File: src/rtl/usr_pkg.sv
// Shared encodings for the universal shift register: register ops, FSM states, burst direction.
package usr_pkg;

    typedef enum logic [2:0] {
        USR_HOLD = 3'b000,
        USR_SHL  = 3'b001,
        USR_SHR  = 3'b010,
        USR_LOAD = 3'b011,
        USR_ROL  = 3'b100,
        USR_ROR  = 3'b101,
        USR_ASR  = 3'b110,
        USR_CLR  = 3'b111
    } usr_mode_e;

    typedef enum logic {
        ST_IDLE  = 1'b0,
        ST_SHIFT = 1'b1
    } usr_state_e;

    localparam logic DIR_LEFT  = 1'b0;
    localparam logic DIR_RIGHT = 1'b1;

endpackage

File: src/rtl/usr_next_val.sv
// Combinational next-value function of the shift register, shared by mode ops and bursts.
module usr_next_val
    import usr_pkg::*;
#(
    parameter int unsigned WIDTH = 8
) (
    input  logic [WIDTH-1:0] i_po,
    input  logic [WIDTH-1:0] i_pi,
    input  logic             i_si,
    input  logic [2:0]       i_op,
    output logic [WIDTH-1:0] o_next
);

    always_comb begin
        o_next = i_po;
        unique case (i_op)
            USR_HOLD: o_next = i_po;
            USR_SHL:  o_next = {i_po[WIDTH-2:0], i_si};
            USR_SHR:  o_next = {i_si, i_po[WIDTH-1:1]};
            USR_LOAD: o_next = i_pi;
            USR_ROL:  o_next = {i_po[WIDTH-2:0], i_po[WIDTH-1]};
            USR_ROR:  o_next = {i_po[0], i_po[WIDTH-1:1]};
            USR_ASR:  o_next = {i_po[WIDTH-1], i_po[WIDTH-1:1]};
            USR_CLR:  o_next = '0;
            default:  o_next = i_po;
        endcase
    end

endmodule

File: src/rtl/usr_param.sv
// Universal shift register with eight register ops and an autonomous WIDTH-shift burst engine.
module usr_param
    import usr_pkg::*;
#(
    parameter int unsigned WIDTH = 8
) (
    input  logic             clk,
    input  logic             rst,
    input  logic             en,
    input  logic [2:0]       mode,
    input  logic [WIDTH-1:0] pi,
    input  logic             si,
    input  logic             start,
    input  logic             dir,
    output logic [WIDTH-1:0] po,
    output logic             so,
    output logic             busy,
    output logic             done
);

    localparam int unsigned CNT_W = $clog2(WIDTH + 1);

    usr_state_e       r_state, w_state_nxt;
    logic [CNT_W-1:0] r_cnt, w_cnt_nxt;
    logic             r_dir, w_dir_nxt;
    logic             r_done, w_done_nxt;
    logic [WIDTH-1:0] r_po, w_po_nxt;
    logic [WIDTH-1:0] w_next_po;
    logic [2:0]       w_op;
    logic             w_left;

    // During a burst the op is forced to a plain shift; start suppresses the mode op.
    always_comb begin
        w_op = mode;
        if (r_state == ST_SHIFT) begin
            w_op = (r_dir == DIR_RIGHT) ? USR_SHR : USR_SHL;
        end else if (start) begin
            w_op = USR_HOLD;
        end
    end

    usr_next_val #(
        .WIDTH (WIDTH)
    ) u_next_val (
        .i_po   (r_po),
        .i_pi   (pi),
        .i_si   (si),
        .i_op   (w_op),
        .o_next (w_next_po)
    );

    always_comb begin
        w_state_nxt = r_state;
        w_cnt_nxt   = r_cnt;
        w_dir_nxt   = r_dir;
        w_po_nxt    = r_po;
        w_done_nxt  = 1'b0;
        if (en) begin
            unique case (r_state)
                ST_IDLE: begin
                    if (start) begin
                        w_dir_nxt   = dir;
                        w_cnt_nxt   = CNT_W'(WIDTH);
                        w_state_nxt = ST_SHIFT;
                    end else begin
                        w_po_nxt = w_next_po;
                    end
                end
                ST_SHIFT: begin
                    w_po_nxt  = w_next_po;
                    w_cnt_nxt = r_cnt - CNT_W'(1);
                    if (r_cnt == CNT_W'(1)) begin
                        w_state_nxt = ST_IDLE;
                        w_done_nxt  = 1'b1;
                    end
                end
                default: w_state_nxt = ST_IDLE;
            endcase
        end
    end

    always_ff @(posedge clk or posedge rst) begin
        if (rst) begin
            r_state <= ST_IDLE;
            r_cnt   <= '0;
            r_dir   <= DIR_LEFT;
            r_done  <= 1'b0;
            r_po    <= '0;
        end else begin
            r_state <= w_state_nxt;
            r_cnt   <= w_cnt_nxt;
            r_dir   <= w_dir_nxt;
            r_done  <= w_done_nxt;
            r_po    <= w_po_nxt;
        end
    end

    assign w_left = (r_state == ST_SHIFT) ? (r_dir == DIR_LEFT)
                                          : (mode == USR_SHL || mode == USR_ROL);
    assign so     = w_left ? r_po[WIDTH-1] : r_po[0];
    assign po     = r_po;
    assign busy   = (r_state == ST_SHIFT);
    assign done   = r_done;

endmodule

File: config.mk
export PLATFORM = sky130hd
export DESIGN_NAME = usr_param
export DESIGN_NICKNAME = d
export VERILOG_FILES = /design/src/rtl/usr_pkg.sv /design/src/rtl/usr_next_val.sv /design/src/rtl/usr_param.sv
export SDC_FILE = /design/constraint.sdc
export NUM_CORES = 1
export LEC_CHECK = 0
export BUFFER_PORTS_ARGS = -buffer_cell sky130_fd_sc_hd__buf_4
export CAP_MARGIN = 5
export CORE_MARGIN = 1.5
export CORE_UTILIZATION = 57
export DETAILED_ROUTE_END_ITERATION = 8
export PLACE_DENSITY_LB_ADDON = 0.25
export SLEW_MARGIN = 20
export SYNTH_ARGS = -nofsm -noshare
export SYNTH_HDL_FRONTEND = slang
export SYNTH_HIERARCHICAL = 1
export SYNTH_SLANG_ARGS = --single-unit
File: constraint.sdc
create_clock -name clk -period 5.3 [get_ports clk]
set_clock_uncertainty 0.1 [all_clocks]
set_input_delay 0.795 -clock clk [delete_from_list [all_inputs] [get_ports clk]]
set_output_delay 0.795 -clock clk [all_outputs]
set_load 0.01 [all_outputs]
## Word-level counts from Yosys, hierarchy flattened

Cells that the tools add are included.

| operators by class | value |
|---|---|
| add/sub/neg operators | 1 |
| shifts and indexed selects | 0 |
| mux-type cells | 16 |
| bitwise logic cells | 2 |
| equal/unequal tests | 12 |
| multiply operators | 0 |
| divide/modulo/power cells | 0 |
| reductions and logical operators | 5 |
| $lt $le $gt $ge | 0 |

Operators with widths:

| operator | number |
|---|---|
| 8-bit case mux with 8 select lines | 1 |
| 8-bit case mux with 2 select lines | 1 |
| 3-bit equality test, second input constant | 5 |
| 8-bit 2-to-1 mux | 1 |
| 4-bit case mux with 2 select lines | 1 |
| 1-bit 2-to-1 mux | 7 |
| 3-bit by 1-bit equality test with 1-bit output, second input constant | 2 |
| 3-bit by 2-bit equality test with 1-bit output, second input constant | 2 |
| 3-bit 2-to-1 mux | 2 |
| 4-bit by 1-bit equality test with 1-bit output, second input constant | 1 |
| 4-bit 2-to-1 mux | 1 |
| 2-bit inequality test, second input constant | 2 |
| 2-bit AND reduction | 2 |
| 4-bit by 1-bit subtractor with 4-bit output, second input constant | 1 |
| 3-bit zero test | 1 |
| 3-bit AND reduction | 1 |
| 2-bit 2-to-1 mux | 1 |
| 1-bit inverter | 2 |
| 1-bit case mux with 2 select lines | 1 |
| 1-bit logical OR | 1 |

| word-level totals | value |
|---|---|
| register bits | 15 |
| output and inout port bits | 11 |
| bits in read-only memories | 0 |
| input port bits | 17 |
| bits in latches | 0 |
| memories kept | 0 |
| bits in writable memories | 0 |

## Logic depth before layout (Yosys ltp)

Gate-level depths: netlist of the first run.

| logic depth | value |
|---|---|
| word-level depth | 6 |
| gate-level depth with buffers | 9 |
| depth with buffers taken out | 6 |

## Modules after synthesis

The synthesis of the first run kept the hierarchy.

By module, submodules not included:

| module | cells an instance | sequential area each (um^2) | instances | area an instance (um^2) |
|---|---|---|---|---|
| usr_param | 64 | 375.4 | 1 | 725.7 |
| usr_next_val | 69 | 0.0 | 1 | 503.0 |

## Least setup slack after synthesis of the first run

OpenSTA, ideal clock, no wires.

| path | value |
|---|---|
| path kind | in2out |
| start | input port mode[0] |
| end | output port so |
| data arrival time | 1.442 ns |
| setup slack | 2.963 ns |
| required time | 4.405 ns |
| cell stages on the path | 3 |
| cell sequence | xor2_1 a21oi_1 mux2_2 |

| on the way | value |
|---|---|
| cells in the longest elaborated chain, start to end | 4 |

RTL lines:

| element | line | text |
|---|---|---|
| start, declared | usr_param.sv:10 | `input logic [2:0] mode,` |
| 3-bit by 1-bit equality test with 1-bit output / 3-bit equality test (equally long branches) | usr_param.sv:99 | `: (mode == USR_SHL \|\| mode == USR_ROL);` |
| 1-bit logical OR (*) | usr_param.sv:99 |  |
| 1-bit 2-to-1 mux (*) | usr_param.sv:98 | `assign w_left = (r_state == ST_SHIFT) ? (r_dir == DIR_LEFT)` |
| 1-bit 2-to-1 mux (*) | usr_param.sv:100 | `assign so = w_left ? r_po[WIDTH-1] : r_po[0];` |
| end, declared | usr_param.sv:16 | `output logic so,` |

Mark *: on every way between the ends. The rest lies on a longest branch, timed or not.

## Worst setup path in the final report of the first run

Ends and elaborated chain as after synthesis.

==> results of run 1 <==
==> cells in the mapped netlist (2+ instances only) <==
cell type	instances
dfrtp_1	15
nand2_1	11
o21ai_0	11
mux2_2	10
nor2_1	7
nor2b_1	6
a32oi_1	5
inv_1	5
a21oi_1	4
nand2b_1	4
o21ai_1	4
a2bb2oi_1	3
buf_6	3
inv_2	3
o221a_1	3
o22ai_1	3
and2_1	2
buf_4	2
ha_1	2
mux2i_1	2
nand3b_1	2
o211ai_1	2
o31ai_1	2
or2b_1	2
==> sequential cells by signal, summed over array words and instances (netlist names) <==
| signal | cells |
|---|---|
| busy | 1 |
| done | 1 |
| po | 8 |
| r_cnt | 4 |
| r_dir | 1 |
==> per-stage QoR <==
step                util, %  cells  area [sq um]  hold WS, ns
detailed placement    69.88    180          1399       0.4115
CTS                   71.25    184          1426       0.4266
finish                71.25    184          1426       0.4274
global route          71.25    184          1426       0.4584
global placement      69.88    180          1399       0.3964
floorplan                 -    133          1229       0.3726
==> kinds of logic (layout without fill, tap and decap cells) <==
| family | Yosys count | in the layout |
|---|---|---|
| flip-flops | 15 | 15 |
| XOR/XNOR | 1 | 1 |
| multiplexers | 12 | 12 |
| buffers and inverters | 16 | 40 |
| adder cells (fa/ha/maj) | 2 | 2 |
| AO/OA/AOI/OAI | 46 | 46 |
| AND/OR/NAND/NOR | 41 | 41 |
==> where the power goes <==
part | internal [mW] | total, mW | switching, mW
clock | 0.0281 | 0.0671 | 0.0391
sequential | 0.169 | 0.246 | 0.0772
combinational | 0.267 | 0.523 | 0.257
==> cell type report <==
cell class,instances,area [sq um],share of cell area [%]
Timing Repair Buffer,28,210.2,14.74
Tap cell,27,33.78,2.368
Clock inverter,1,5.005,0.3509
Sequential cell,15,375.4,26.32
Clock buffer,3,22.52,1.579
Inverter,8,30.03,2.105
Multi-Input combinational cell,102,749.5,52.54
==> path summary, 6_finish.rpt <==
| path | end | depth (start not counted) | slack [ns] | start |
|---|---|---|---|---|
| worst max register to register | po[1]$_DFFE_PP0P_ | 6 | 2.77 | busy$_DFFE_PP0P_ |
| worst min register to register | done$_DFF_PP0_ | 1 | 0.43 | r_cnt[3]$_DFFE_PP0P_ |
| min in group asynchronous | r_cnt[2]$_DFFE_PP0P_ | 2 | 0.44 | rst |
| max in group asynchronous | po[4]$_DFFE_PP0P_ | 2 | 4.27 | rst |
| worst max-delay path | so | 5 | 2.66 | mode[0] |
| worst min-delay path | done$_DFF_PP0_ | 1 | 0.43 | r_cnt[3]$_DFFE_PP0P_ |
==> critical path, delay by kind of cell <==
| family | cells | cell delay [ns] |
|---|---|---|
| AOI/OAI and AO/OA | 1 | 0.18 |
| xor gates and xnor gates | 1 | 0.15 |
| buffers and inverters | 2 | 0.26 |
| muxes | 1 | 0.36 |
==> layer usage <==
layer / track usage, % / vias up / part of all wire, %
met5: 0 / - / 0
met4: 7.407 / 0 / 0.47
met3: 4.601 / 2 / 3.9
met2: 41.44 / 25 / 52
met1: 28.27 / 509 / 44
li1: - / 534 / -
==> placed cells by master, fill, tap and decap left out, types with 3 or more instances in the layout <==
cell type / Yosys / layout
o21ai_0: 11 / 10
o22ai_1: 3 / 3
mux2_2: 10 / 10
o21ai_1: 4 / 5
dfrtp_1: 15 / 15
nor2_1: 7 / 7
clkbuf_4: 0 / 3
nor2b_1: 6 / 6
inv_1: 5 / 5
nand2_1: 11 / 11
a2bb2oi_1: 3 / 3
buf_4: 2 / 28
o221a_1: 3 / 3
nand2b_1: 4 / 4
a21oi_1: 4 / 4
a32oi_1: 5 / 5
inv_2: 3 / 3
==> summary.md, run 1 <==
| Metric | Value |
|---|---|
| Run status | finished clean |
| Min Tclk post-route | 2.642 ns |
| Share of Yosys cell area claimed by the top area cell type | 30.55% |
| Initial antenna violation count | 0 |
| CTS Buffer Depth | 2 |
| Number of enable flip-flop cells after synthesis | 0 |
| Post-route DRC | 0 |
| Critical Path Max Stage Delay | between 0.3 and 0.4 ns |
| Top_reg_cell synth | dfrtp_1 |
| Max VDD drop | 394.4 uV |
| Cells after synthesis | roughly 130 |
| Antenna Nets Post-Route | 0 |
| I/O Buffers | 27 |
| Pin count of the biggest net entering global routing | 28 |
| Unrepaired setup endpoints after global routing | false |
| Highest-delay cell along the critical path | mux2_2 |
| Syn avg cell area | 9.238 sq um |
| Main combinational cell family by area after synthesis | compound AO/OA/AOI/OAI gates |
| Static leakage | approximately 0.6 nW |
| Core box area | 2002 sq um |
| CTS Hold Bufs | 0 |
| Cell Pwr Density | roughly 590 nW/um^2 |
| Yosys reg bits | 15 |
| Clock buffer count from CTS | 3 |
| Worst Tran Pin Value | around 0.77 ns |
| Starting Density | 61.37% |
| CP required | 4.41 ns |
| Main area contributors after synthesis | dfrtp_1 31%, mux2_2 9.2%, o21ai_0 4.5%, a32oi_1 3.6%, nand2_1 3.4% |
| FMAX | 378.6 MHz |
| Ys async rst share | 100.0% |
| Clock slew at reported path FFs | 0.10 ns |
| Layout area overhead | 16.09% |
| Row count | 16 |
| Worst slew margin | 48.49% |
| Cell variety after synth | 44 |
| Mapped cell area | ~1200 sq um |
| Clock sink total | 15 |
| Post_cts resized | 0 |
| Root Buffer | clkbuf_4 |
| Total track usage | 23.36% |
| Die W | 49.43 um |
| CP Cell Sequence | buf_4 -> xor2_1 -> a21oi_1 -> mux2_2 -> buf_4 |
| Critical Path Start Type | primary input |
| CP Capture Type | output pin |
| Endpoints failing setup | 0 |
| Detailed-router iteration count before antenna repair | 4 |
| Vias in the first global route | 1006 |
| Worst path most repeated cell | buf_4 |
| Routability cong. | 0.8967 |
| HPWL after DPL | 1903 um |
| Max Cap Viol | 0 |
| Mux contribution to synthesized area | 10.79% |
| Final wirelength | approximately 2600 um |
| Vias | about 1100 |
| Synth area leader | dfrtp_1 |
| WL/cell | 13.87 um |
| Final setup TNS | 0 ns |
| Htree depth | 1 |
| Seq/Total Area, Yosys | 30.55% |
| First-pass GRT wire length | 4367 um |
| # fillers | 171 |
| Max-slew violation count | 0 |
| Vias/cell | 5.815 |
| Adder-cell area share of the yosys netlist | approximately 2.0% |
| Die height | 49.43 um |
| Ant diodes | 0 |
| Final #Nets | about 180 |
| Aggregate global routing overflow | 0 |
| Clk_lat worst skew | 0.29 ns |
| Tcrit/Tclk final | 49.84% |
| Die ar. | 2443 sq um |
| Area fraction in compound gates after synthesis | 28.72% |
| Share of cells above drive strength 1 | 33.76% |
| Worst path arrival time | 1.75 ns |
| Synth Warn # | 6 |
| Final WS setup | 2.658 ns |
| Post-CTS Setup Repair Bufs | 0 |
| CP Class | in -> out |
| Endpoints failing hold | 0 |
| DRT iter0 DRCs | 14 |
| DP Worst Slack | 2.516 ns |
| IO Pins | 28 |
| CTS tree | done |
| Xor/xnor cell area share of the yosys netlist | less than 1% |
| Power Total | 0.8365 mW |
| Worst hold path class | reg -> reg |
| Top fanout value on the critical path | 2 |
| Syn_nets | 152 |
| Simple-Gate Fraction of Synth Area | 18.74% |
No activity file was read; power rests on OpenSTA's default activity.
==> run 2: changes to the inputs <==
--- a/config.mk
+++ b/config.mk
@@ -8,7 +8,7 @@
 export BUFFER_PORTS_ARGS = -buffer_cell sky130_fd_sc_hd__buf_4
 export CAP_MARGIN = 5
 export CORE_MARGIN = 1.5
-export CORE_UTILIZATION = 57
+export CORE_UTILIZATION = 53
 export DETAILED_ROUTE_END_ITERATION = 8
 export PLACE_DENSITY_LB_ADDON = 0.25
 export SLEW_MARGIN = 20
==> constraint.sdc (replaced) <==
create_clock -name clk -period 2.5 [get_ports clk]
set_clock_uncertainty 0.1 [all_clocks]
set_input_delay 0.375 -clock clk [delete_from_list [all_inputs] [get_ports clk]]
set_output_delay 0.375 -clock clk [all_outputs]
set_load 0.01 [all_outputs]
==> summary.md, run 2 (synthesized netlist as in run 1, its figures left out) <==
| Metric | Value |
|---|---|
| Run status | finished clean (unchanged) |
| CP required | 2.58 ns (was 4.41 ns) |
| DP Worst Slack | 0.2045 ns (was 2.516 ns) |
| Post-route DRC | 0 (unchanged) |
| WHS | 0.04624 ns (was 0.4274 ns) |
| Die W | 51.15 um (was 49.43 um) |
| Die ar. | 2616 sq um (was 2443 sq um) |
| Static leakage | 0.6050 nW (was 0.5937 nW) |
| Clock sink total | 15 (unchanged) |
| Number of cells after detailed placement | 184 (was 180) |
| Max-slew violation count | 0 (unchanged) |
| Total track usage | 23.41% (was 23.36%) |
| Endpoints failing hold | 0 (unchanged) |
| Die height | 51.15 um (was 49.43 um) |
| First-pass GRT wire length | 4581 um (was 4367 um) |
| Vias/cell | 5.936 (was 5.815) |
| Cell Pwr Density | 1256 nW/um^2 (was 586.5 nW/um^2) |
| Post_cts resized | 0 (unchanged) |
| Share of cells above drive strength 1 | 34.38% (was 33.76%) |
| Max Cap Viol | 0 (unchanged) |
| Root Buffer | clkbuf_4 (unchanged) |
| Final setup TNS | 0 ns (unchanged) |
| Antenna Nets Post-Route | 0 (unchanged) |
| Core box area | 2191 sq um (was 2002 sq um) |
| RR Endpoint | po[3]$_DFFE_PP0P_ (was po[1]$_DFFE_PP0P_) |
| Ant diodes | 0 (unchanged) |
| Htree depth | 1 (unchanged) |
| Worst path arrival time | 2.40 ns (was 1.75 ns) |
| Post-CTS Setup Repair Bufs | 0 (unchanged) |
| Worst hold path class | in -> async (was reg -> reg) |
| Final wirelength | 2753 um (was 2552 um) |
| Row count | 17 (was 16) |
| Min Tclk post-route | 2.319 ns |
| IO Pins | 28 (unchanged) |
| CP Class | reg -> reg (was in -> out) |
| CTS Buffer Depth | 2 (unchanged) |
| Max reg flops | 8 (unchanged) |
| Worst slew margin | 60.01% (was 48.49%) |
| Worst R2R Path Depth | 7 (was 6) |
| Tcrit/Tclk final | 92.75% |
| CTS tree | done (unchanged) |
| Endpoints failing setup | 0 (unchanged) |
| Starting Density | 56.08% (was 61.37%) |
| Max VDD drop | 764.5 uV (was 394.4 uV) |
| Vias | 1116 (was 1070) |
| Clock slew at reported path FFs | 0.09 ns (was 0.10 ns) |
| CTS Hold Bufs | 0 (unchanged) |
| RR Startpoint | busy$_DFFE_PP0P_ (unchanged) |
| Cell Count, Final, Fillers Out | 188 (was 184) |
| Most common cell after layout, fill and taps aside | buf_4 (unchanged) |
| Clk_lat worst skew | 0.29 ns (about the same) |
| Final WS setup | 0.1812 ns (was 2.658 ns) |
| Top fanout value on the critical path | 8 (was 2) |
| FMAX | 431.3 MHz |
| DRT iter0 DRCs | 10 (was 14) |
| WL/cell | 14.64 um (was 13.87 um) |
| Reg2reg setup slack | 0.18 ns (was 2.77 ns) |
| Layout area overhead | 17.92% (was 16.09%) |
| Unrepaired setup endpoints after global routing | false (unchanged) |
| Clock buffer count from CTS | 3 (unchanged) |
| HPWL after DPL | 2075 um (was 1903 um) |
| Initial antenna violation count | 0 (unchanged) |
| Vias in the first global route | 1081 (was 1006) |
| Final #Nets | 180 (was 177) |
| Pin count of the biggest net entering global routing | 23 (was 28) |
| Worst Tran Pin Value | 0.5992 ns (was 0.7727 ns) |
| CP Capture Type | register (was output pin) |
| Aggregate global routing overflow | 0 (unchanged) |
| Most frequent cells in the layout | 31 x buf_4, 15 x dfrtp_1, 11 x nand2_1 (was 28 x buf_4, 15 x dfrtp_1, 11 x nand2_1) |
| Detailed-router iteration count before antenna repair | 4 (unchanged) |
| I/O Buffers | 27 (unchanged) |
| Routability cong. | 0.9027 (was 0.8967) |
| Critical Path Start Type | register (was primary input) |
==> run 2: changes by cell type in the layout (fill, tap and decap cells not counted), sizes merged <==
cell    before  now
clkinv       1    0
buf         28   31
clkbuf       3    4
==> run 2: routing by layer <==
layer | track usage [%] | up-vias | share of wire (%)
met5 | 0 | - | 0
met4 | 13.06 | 0 | 2.3
met3 | 3.216 | 9 | 4.6
met2 | 41.13 | 30 | 49
met1 | 27.15 | 537 | 44
li1 | - | 540 | -
==> run 2: area by class of cell <==
type | count | area [sq um]
inverters | 8 | 30.03
well taps | 28 | 35.03
fillers | 205 | 742.0
clock buffers | 4 | 26.28
multi-input cells | 102 | 749.5
flip-flops and latches | 15 | 375.4
repair buffers | 31 | 232.7
==> run 2: metrics by stage <==
step / utilization (%) / cell area [sq um] / power, mW
4_1_cts: 66.13 / 1449 / 1.825
5_1_grt: 66.13 / 1449 / 1.974
6_report: 66.13 / 1449 / 1.820
3_5_place_dp: 64.93 / 1423 / 1.677
3_3_place_gp: 64.93 / 1423 / 1.626
2_1_floorplan: - / 1229 / 1.397
==> run 2: worst max-delay path by stage <==
stage                         to  cells past startpoint              from  slack (ns)
2_1_floorplan  po[7]$_DFFE_PP0P_                      7  busy$_DFFE_PP0P_        0.34
3_3_place_gp   po[3]$_DFFE_PP0P_                      7  busy$_DFFE_PP0P_        0.25
3_5_place_dp   po[3]$_DFFE_PP0P_                      7  busy$_DFFE_PP0P_        0.20
4_1_cts        po[3]$_DFFE_PP0P_                      7  busy$_DFFE_PP0P_        0.19
5_1_grt        po[0]$_DFFE_PP0P_                      7  busy$_DFFE_PP0P_        0.01
6_report       po[3]$_DFFE_PP0P_                      7  busy$_DFFE_PP0P_        0.18
==> run 2: where the power goes <==
group          internal (mW)  leakage (nW)  switching [mW]
combinational          0.593         0.415           0.566
sequential             0.358         0.175           0.160
clock                 0.0621        0.0150          0.0808
total                   1.01         0.605           0.807
==> run 2: critical path, cell delays in order (launching register included) <==
cell and delay [ns]:
dfrtp_1 0.47, nand2b_1 0.17, o21ai_1 0.44, buf_4 0.27, inv_2 0.09, a2bb2oi_1 0.16
o221a_1 0.25, mux2_2 0.26
==> run 3: changes to the inputs <==
--- a/config.mk
+++ b/config.mk
@@ -8,7 +8,7 @@
 export BUFFER_PORTS_ARGS = -buffer_cell sky130_fd_sc_hd__buf_4
 export CAP_MARGIN = 5
 export CORE_MARGIN = 1.5
-export CORE_UTILIZATION = 53
+export CORE_UTILIZATION = 57
 export DETAILED_ROUTE_END_ITERATION = 8
 export PLACE_DENSITY_LB_ADDON = 0.25
 export SLEW_MARGIN = 20
==> constraint.sdc (replaced) <==
create_clock -name clk -period 2.9 [get_ports clk]
set_clock_uncertainty 0.1 [all_clocks]
set_input_delay 0.435 -clock clk [delete_from_list [all_inputs] [get_ports clk]]
set_output_delay 0.435 -clock clk [all_outputs]
set_load 0.01 [all_outputs]
==> summary.md, run 3 (synthesized netlist as in run 1, its figures left out) <==
| Metric | Value |
|---|---|
| Run status | finished clean (unchanged) |
| Final setup TNS | 0 ns (unchanged) |
| CTS Buffer Depth | 2 (unchanged) |
| Top fanout value on the critical path | 27 (was 8) |
| Max reg flops | 8 (unchanged) |
| CTS Hold Bufs | 0 (unchanged) |
| Cell Area, Placed | 1399 sq um (was 1423 sq um) |
| Reg2reg setup slack | 0.36 ns (was 0.18 ns) |
| Final #Nets | 177 (was 180) |
| Routability cong. | 0.8205 (was 0.9027) |
| Min Tclk post-route | 2.540 ns (was 2.319 ns) |
| Worst hold path class | in -> async (unchanged) |
| I/O Buffers | 27 (unchanged) |
| Clock sink total | 15 (unchanged) |
| Most common cell after layout, fill and taps aside | buf_4 (unchanged) |
| HPWL after DPL | 1936 um (was 2075 um) |
| Post-CTS Setup Repair Bufs | 0 (unchanged) |
| FMAX | 393.7 MHz (was 431.3 MHz) |
| # fillers | 163 (was 205) |
| Final Cell Area | 1425 sq um (was 1449 sq um) |
| Clock slew at reported path FFs | 0.10 ns (was 0.09 ns) |
| CP required | 2.99 ns (was 2.58 ns) |
| Endpoints failing hold | 0 (unchanged) |
| Die height | 49.43 um (was 51.15 um) |
| Post_cts resized | 0 (unchanged) |
| Max-slew violation count | 0 (unchanged) |
| First-pass GRT wire length | 4409 um (was 4581 um) |
| Antenna Nets Post-Route | 0 (unchanged) |
| Max Cap Viol | 0 (unchanged) |
| Critical Path Start Type | register (unchanged) |
| Aggregate global routing overflow | 0 (unchanged) |
| Endpoints failing setup | 0 (unchanged) |
| Post-route DRC | 0 (unchanged) |
| Worst R2R Path Depth | 6 (was 7) |
| Vias | 1087 (was 1116) |
| Critical Path Source | busy$_DFFE_PP0P_ (unchanged) |
| CP Class | reg -> reg (unchanged) |
| Share of cells above drive strength 1 | 33.12% (was 34.38%) |
| Static leakage | 0.5910 nW (was 0.6050 nW) |
| Tcrit/Tclk final | 87.59% (was 92.75%) |
| Most frequent cells in the layout | 28 x buf_4, 15 x dfrtp_1, 11 x nand2_1 (was 31 x buf_4, 15 x dfrtp_1, 11 x nand2_1) |
| Ant diodes | 0 (unchanged) |
| Die ar. | 2443 sq um (was 2616 sq um) |
| WL/cell | 14.52 um (was 14.64 um) |
| Die W | 49.43 um (was 51.15 um) |
| DRT iter0 DRCs | 21 (was 10) |
| Initial antenna violation count | 0 (unchanged) |
| Total track usage | 23.37% (was 23.41%) |
| Pin count of the biggest net entering global routing | 28 (was 23) |
| Root Buffer | clkbuf_4 (unchanged) |
| Htree depth | 1 (unchanged) |
| Starting Density | 61.37% (was 56.08%) |
| Clk_lat worst skew | 0.30 ns (was 0.29 ns) |
| Cell Pwr Density | 1080 nW/um^2 (was 1256 nW/um^2) |
| Worst Tran Pin Value | 0.7853 ns (was 0.5992 ns) |
| Final wirelength | 2672 um (was 2753 um) |
| Worst setup path endpoint | po[5]$_DFFE_PP0P_ (was po[3]$_DFFE_PP0P_) |
| Max VDD drop | 658.4 uV (was 764.5 uV) |
| RR Endpoint | po[5]$_DFFE_PP0P_ (was po[3]$_DFFE_PP0P_) |
| Row count | 16 (was 17) |
| Vias in the first global route | 1027 (was 1081) |
| CTS tree | done (unchanged) |
| Worst slew margin | 47.65% (was 60.01%) |
| Core box area | 2002 sq um (was 2191 sq um) |
| Worst path arrival time | 2.63 ns (was 2.40 ns) |
| CP Capture Type | register (unchanged) |
| Clock buffer count from CTS | 3 (unchanged) |
| Detailed-router iteration count before antenna repair | 4 (unchanged) |
| Unrepaired setup endpoints after global routing | false (unchanged) |
| Vias/cell | 5.908 (was 5.936) |
| RR Startpoint | busy$_DFFE_PP0P_ (unchanged) |
| Layout area overhead | 15.99% (was 17.92%) |
| IO Pins | 28 (unchanged) |
==> run 3: worst min path at each step <==
stage / to / slack (ns) / cells past startpoint
6_report: r_cnt[2]$_DFFE_PP0P_ / 0.09 / 2
2_1_floorplan: busy$_DFFE_PP0P_ / 0.24 / 1
4_1_cts: po[5]$_DFFE_PP0P_ / 0.11 / 2
3_3_place_gp: r_cnt[1]$_DFFE_PP0P_ / 0.40 / 2
3_5_place_dp: r_cnt[1]$_DFFE_PP0P_ / 0.40 / 2
5_1_grt: r_cnt[2]$_DFFE_PP0P_ / 0.13 / 2
==> run 3: critical path, stage by stage, from the launching register on <==
cell and delay, ns:
dfrtp_1 0.59, nor2b_1 0.23, a21o_1 0.62, inv_2 0.20, o211ai_1 0.26, a32oi_1 0.12, mux2_2 0.30
==> run 3: metal layers <==
layer | wire length (um) | vias to the layer above | track usage [%]
met2 | 1366 | 33 | 41.67
met1 | 1153 | 513 | 27.47
met4 | 36 | 0 | 9.259
li1 | - | 536 | -
met5 | 0 | - | 0
met3 | 115 | 5 | 4.294
==> run 3: metrics by stage <==
| stage | utilization, % | hold WS (ns) | setup WS (ns) | std cells | total power, mW |
|---|---|---|---|---|---|
| 4_1_cts | 71.19 | 0.1127 | 0.4215 | 184 | 1.541 |
| 2_1_floorplan | - | 0.2365 | 0.7372 | 133 | 1.205 |
| 6_report | 71.19 | 0.09262 | 0.3599 | 184 | 1.539 |
| 3_5_place_dp | 69.88 | 0.3997 | 0.4418 | 180 | 1.407 |
| 3_3_place_gp | 69.88 | 0.3958 | 0.5237 | 180 | 1.365 |
| 5_1_grt | 71.19 | 0.1344 | 0.2236 | 184 | 1.663 |
==> run 3: final cells by class <==
| class | count | area (sq um) | area share, % |
|---|---|---|---|
| multi-input cells | 102 | 749.5 | 52.59 |
| flip-flops and latches | 15 | 375.4 | 26.34 |
| clock buffers | 4 | 26.28 | 1.844 |
| well taps | 27 | 33.78 | 2.370 |
| repair buffers | 28 | 210.2 | 14.75 |
| inverters | 8 | 30.03 | 2.107 |
==> run 3: power by group <==
part | total (mW) | switching, mW | internal [mW]
sequential | 0.451 | 0.142 | 0.308
clock | 0.129 | 0.0749 | 0.0537
combinational | 0.959 | 0.472 | 0.488
